[config.mk]
export PLATFORM = sky130hd
export DESIGN_NAME = irq_ctrl_flat
export DESIGN_NICKNAME = d
export VERILOG_FILES = /design/src/rtl/irq_ctrl_if.sv /design/src/rtl/irq_ctrl.sv /design/src/flat_wrapper.sv
export SDC_FILE = /design/constraint.sdc
export NUM_CORES = 1
export LEC_CHECK = 0
export ABC_AREA = 1
export BUFFER_PORTS_ARGS = -buffer_cell sky130_fd_sc_hd__buf_4
export CAP_MARGIN = 10
export CORE_MARGIN = 2
export CORE_UTILIZATION = 37
export CTS_BUF_LIST = sky130_fd_sc_hd__clkbuf_16
export DETAILED_ROUTE_END_ITERATION = 10
export PLACE_DENSITY = 0.82
export SLEW_MARGIN = 20
export SYNTH_ARGS = -nofsm -noshare
export SYNTH_HDL_FRONTEND = slang
export SYNTH_SLANG_ARGS = --single-unit
[constraint.sdc]
create_clock -name Clk -period 1.1 [get_ports Clk]
set_input_delay 0 -clock Clk [delete_from_list [all_inputs] [get_ports Clk]]
set_output_delay 0 -clock Clk [all_outputs]
set_load 0.01 [all_outputs]
[src/rtl/irq_ctrl_if.sv]
// Data-bus port of the interrupt controller:
// request/grant plus a one-cycle-later response.
interface irq_ctrl_if;
    logic        req;
    logic        we;
    logic [3:0]  be;
    logic [31:0] addr;
    logic [31:0] wdata;
    logic        gnt;
    logic        rvalid;
    logic [31:0] rdata;
    logic        err;

    modport master (
        output req, we, be, addr, wdata,
        input  gnt, rvalid, rdata, err
    );

    modport slave (
        input  req, we, be, addr, wdata,
        output gnt, rvalid, rdata, err
    );
endinterface

[src/rtl/irq_ctrl.sv]
// Interrupt aggregator: per-source pending/enable/edge
// registers, fixed lowest-index priority and a claim register.
module irq_ctrl #(
    parameter int          NUM_SRC = 4,
    parameter logic [31:0] BASE    = 32'h0000_0000
) (
    input  logic               Clk,
    input  logic               Rst,
    input  logic [NUM_SRC-1:0] src_i,
    irq_ctrl_if.slave          bus,
    output logic               irq_o,
    output logic [4:0]         irq_id_o
);
    typedef enum logic [1:0] {
        OFF_PEND  = 2'd0,
        OFF_EN    = 2'd1,
        OFF_EDGE  = 2'd2,
        OFF_CLAIM = 2'd3
    } off_t;

    logic               sel;
    logic               wr;
    logic               rd;
    off_t               off;
    logic [31:0]        m32;
    logic [31:0]        rv;
    logic [NUM_SRC-1:0] wm;
    logic [NUM_SRC-1:0] wbits;
    logic [NUM_SRC-1:0] pend;
    logic [NUM_SRC-1:0] pend_n;
    logic [NUM_SRC-1:0] en;
    logic [NUM_SRC-1:0] edge_mode;
    logic [NUM_SRC-1:0] prev;
    logic [NUM_SRC-1:0] act;
    logic [NUM_SRC-1:0] w1c;
    logic [NUM_SRC-1:0] claim_clr;
    logic               unused_bits;

    assign sel = bus.req
              && (bus.addr[31:4] == BASE[31:4]);
    assign bus.gnt = sel;
    assign off = off_t'(bus.addr[3:2]);
    assign wr  = sel && bus.we;
    assign rd  = sel && !bus.we;

    assign m32 = {{8{bus.be[3]}}, {8{bus.be[2]}},
                  {8{bus.be[1]}}, {8{bus.be[0]}}};
    assign wm    = m32[NUM_SRC-1:0];
    assign wbits = bus.wdata[NUM_SRC-1:0] & wm;
    assign unused_bits = ^{bus.addr[1:0], bus.wdata, m32};

    assign act   = pend & en;
    assign irq_o = |act;

    always_comb begin
        irq_id_o = '0;
        for (int i = NUM_SRC - 1; i >= 0; i--) begin
            if (act[i]) irq_id_o = 5'(i + 1);
        end
    end

    // Set term is OR-ed last so a same-cycle edge beats any clear.
    always_comb begin
        w1c       = '0;
        claim_clr = '0;
        pend_n    = pend;
        if (wr && off == OFF_PEND) w1c = wbits;
        for (int i = 0; i < NUM_SRC; i++) begin
            claim_clr[i] = rd && off == OFF_CLAIM
                        && irq_id_o == 5'(i + 1);
            if (edge_mode[i])
                pend_n[i] = (src_i[i] && !prev[i])
                         || (pend[i] && !w1c[i]
                             && !claim_clr[i]);
            else
                pend_n[i] = src_i[i];
        end
    end

    always_comb begin
        rv = '0;
        unique case (off)
            OFF_PEND:  rv = 32'(pend);
            OFF_EN:    rv = 32'(en);
            OFF_EDGE:  rv = 32'(edge_mode);
            OFF_CLAIM: rv = 32'(irq_id_o);
        endcase
    end

    always_ff @(posedge Clk or posedge Rst) begin
        if (Rst) begin
            prev       <= '0;
            pend       <= '0;
            en         <= '0;
            edge_mode  <= '0;
            bus.rvalid <= 1'b0;
            bus.err    <= 1'b0;
            bus.rdata  <= '0;
        end else begin
            prev <= src_i;
            pend <= pend_n;
            if (wr && off == OFF_EN)
                en <= (en & ~wm) | wbits;
            if (wr && off == OFF_EDGE)
                edge_mode <= (edge_mode & ~wm) | wbits;
            bus.rvalid <= sel;
            bus.err    <= wr && off == OFF_CLAIM;
            bus.rdata  <= rd ? rv : '0;
        end
    end
endmodule

[src/flat_wrapper.sv]
// flat-port wrapper written by rule: the top's interface ports become plain ports
module irq_ctrl_flat 
#(
    parameter int          NUM_SRC = 4,
    parameter logic [31:0] BASE    = 32'h0000_0000
)
  (Clk, Rst, src_i, irq_o, irq_id_o, bus_req, bus_we, bus_be, bus_addr, bus_wdata, bus_gnt, bus_rvalid, bus_rdata, bus_err);
  irq_ctrl_if bus_i ();
  input  logic Clk;
  input  logic Rst;
  input  logic [NUM_SRC-1:0] src_i;
  output logic irq_o;
  output logic [4:0] irq_id_o;
  input wire logic [$bits(bus_i.req)-1:0] bus_req;
  input wire logic [$bits(bus_i.we)-1:0] bus_we;
  input wire logic [$bits(bus_i.be)-1:0] bus_be;
  input wire logic [$bits(bus_i.addr)-1:0] bus_addr;
  input wire logic [$bits(bus_i.wdata)-1:0] bus_wdata;
  output wire logic [$bits(bus_i.gnt)-1:0] bus_gnt;
  output wire logic [$bits(bus_i.rvalid)-1:0] bus_rvalid;
  output wire logic [$bits(bus_i.rdata)-1:0] bus_rdata;
  output wire logic [$bits(bus_i.err)-1:0] bus_err;
  assign bus_i.req = bus_req;
  assign bus_i.we = bus_we;
  assign bus_i.be = bus_be;
  assign bus_i.addr = bus_addr;
  assign bus_i.wdata = bus_wdata;
  assign bus_gnt = bus_i.gnt;
  assign bus_rvalid = bus_i.rvalid;
  assign bus_rdata = bus_i.rdata;
  assign bus_err = bus_i.err;
  irq_ctrl #(.NUM_SRC(NUM_SRC), .BASE(BASE)) u_core (.Clk(Clk), .Rst(Rst), .src_i(src_i), .bus(bus_i), .irq_o(irq_o), .irq_id_o(irq_id_o));
endmodule
==> summary.md <==
| Metric | Value |
|---|---|
| Util after Layout | `56.7%` |
| Finished Layout Cells | `356` |
| Clock transition at path regs | `0.06 ns` |
| Gate Count Post-Synth | `about 230` |
| Violated checks | `negative setup slack` |
| DRT antenna net count | `0` |
| Starting density of the core | `39.2%` |
| Leakage | `~1.2 nW` |
| Hold/Removal Path Class | `in2reg` |
| Slew Viols, Final | `0` |
| Die width | `between 60 and 70 µm` |
| CP Class | `reg2reg` |
| Post-route cell area | `0.00230 mm²` |
| Filler instances | `364` |
| Clk Latency, worst-skew pair | `roughly 0.26 ns` |
| Grt total ovfl | `0` |
| Status | `complete, but fails checks` |
| Commonest non-fill, non-tap cell in the layout | `buf_4` |
| Site Rows | `23` |
| TritonCTS clock tree | `yes` |
| Mapped cell area | `0.00159 mm²` |
| CTS Buffer Depth | `2` |
| Detail Placement HPWL | `3050 µm` |
| Setup TNS | `-0.614 ns` |
| Core box area | `0.00406 mm²` |
| TritonCTS buffer count | `3` |
| Largest net degree at the start of global routing | `23` |
| Dpl cell area | `0.00207 mm²` |
| Layout area overhead | `44.7%` |
| GRT Total Usage | `16.9%` |
| Clock root cell | `clkbuf_16` |
| Fin. Hold Viols | `0` |
| CP endpoint kind | `flip-flop` |
| Die area | `0.00484 mm²` |
| Routability congestion estimate | `0.839` |
| CP arrival | `1.40 ns` |
| N_diodes | `0` |
| Syn. warnings | `0` |
| Port bufs | `53` |
| IO Count | `between 100 and 150` |
| Top cell type's share of synthesized area | `34.6%` |
| #FFs+latches synth | `22` |
| Die Height | `roughly 70 µm` |
| Vias in the first global route | `1491` |
| Hold Slack | `0.00928 ns` |
| Worst Setup Start Kind | `flip-flop` |
| Ranking of synthesized cells by area | `dfrtp_1 (35%), nand2_1 (17%), buf_4 (14%)` |
| Drt pass-1 iters | `5` |
| First-pass GRT wire length | `6620 µm` |
| Post-detailed-route wirelength per cell | `11.8 µm` |
| Max-cap viol count | `0` |
| Layout Nets | `approximately 380` |
| Yosys cell types | `27` |
| Fmax | `793 MHz` |
| Placed cells | `around 340` |
| Via count | `1651` |
| Drt total wl | `approximately 4200 µm` |
| CP Max Fanout | `3` |
| Post-layout min period | `1.26 ns` |
| DR DRC count | `0` |
| PD cells | `957 mW/mm²` |
| Commonest non-fill, non-tap cells in the layout | `buf_4 (70), nand2_1 (69), nor2_1 (35), conb_1 (30), dfrtp_1 (22)` |
| Maximum VDD drop | `about 0.0005 V` |
| H-tree levels | `1` |
| Mean post-synth cell area | `7.04 µm²` |
| Sequential area share after synthesis | `between 30% and 40%` |
| Via-to-Cell Ratio | `4.64` |
| Final setup fails | `7` |
| Worst Slack Setup Final | `-0.162 ns` |
| Initial antenna violation count | `0` |
| CTS sink cnt | `22` |
| Clock Skew | `0.00628 ns` |
| Count of routing violations after the opening detailed-route iteration | `188` |
| RSZ-0062 raised after global routing | `yes` |
| Req. time, crit path | `1.23 ns` |
| Fin crit share | `115%` |
| Ratio of cells with drive above 1 in the final layout | `35.0%` |
| Yosys top cell by area | `dfrtp_1` |
routing by layer:
metal	wire length, µm	part of all wire, %	global-route usage (%)
met4	76	1.8	4.58
met3	295	7.0	3.63
met1	1700	40	20.9
met5	0	0	0
met2	2150	51	29.6
critical path: stages (launching register included):
cell      delay (ns)
dfrtp_1         0.42
nand2_2         0.12
nand2_2         0.08
nor3_4          0.13
nand2_1         0.10
o211ai_1        0.19
nand2_1         0.10
logic make-up after synthesis:
group / share of synthesized area (%)
buffers and inverters: 19.4
and+or+nand+nor: 42.2
AOI/OAI and AO/OA: 3.62
DFF: 34.6
other: 0.236
layout make-up:
type / count / area, µm² / area share [%]
multi-input combinational: 181 / 895 / 38.9
tap: 50 / 62.6 / 2.72
sequential: 22 / 551 / 23.9
clock buffer: 3 / 75.1 / 3.26
clock inverter: 1 / 30.0 / 1.31
timing repair buffer: 78 / 609 / 26.5
inverter: 21 / 78.8 / 3.43
cell usage after synthesis:
library cell   n
nand2_1       72
nor2_1        37
buf_4         30
dfrtp_1       22
inv_1         14
nand4_1       12
inv_2          5
nor2_2         5
nand3_1        4
a41oi_1        2
clkinv_1       2
nand2_4        2
nand3_2        2
nor2_4         2
nor3_1         2
o211ai_1       2
a21oi_1        1
a221oi_1       1
a31oi_1        1
and3_1         1
clkbuf_1       1
conb_1         1
nand2_2        1
nand4_4        1
nor2_8         1
o21ai_1        1
or2_1          1
final timing paths:
kind                                start             endpoint  slack (ns)  depth (start not counted)
hold / removal               bus_wdata[2]            flip-flop       0.009                          3
min in group asynchronous             Rst  u_core.bus.rdata[0]        0.34                          4
setup reg to reg                flip-flop       u_core.pend[3]       -0.16                          6
hold reg to reg            u_core.prev[0]       u_core.pend[0]        0.51                          3
max in group asynchronous             Rst    u_core.bus.rvalid        0.53                          4
setup / recovery                flip-flop       u_core.pend[3]       -0.16                          6
where the power goes:
part | switching (mW) | leakage (nW) | internal, mW
Clock | 0.306 | 0.0511 | 0.723
Sequential | 0.00797 | 0.289 | 0.824
Combinational | 0.187 | 0.894 | 0.152
what timing repair did:
| action | 4_1_cts | 5_1_grt |
|---|---|---|
| buffers inserted | 1 | 3 |
| pin swaps | 5 | 5 |
| hold endpoints to repair | 30 | 0 |
| setup endpoints to repair | 5 | 7 |
| resized for setup | 3 | 9 |
| hold buffers | 5 | 0 |
through the flow:
stage                     worst slack, ns  total power [mW]
after global placement            -0.0605              1.16
after floorplan                   -0.0612              1.06
after global routing               -0.195              2.28
after CTS                          -0.119              2.20
final                              -0.162              2.20
after detailed placement          -0.0790              1.16
Note: power is estimated with default switching activity, not from simulation.
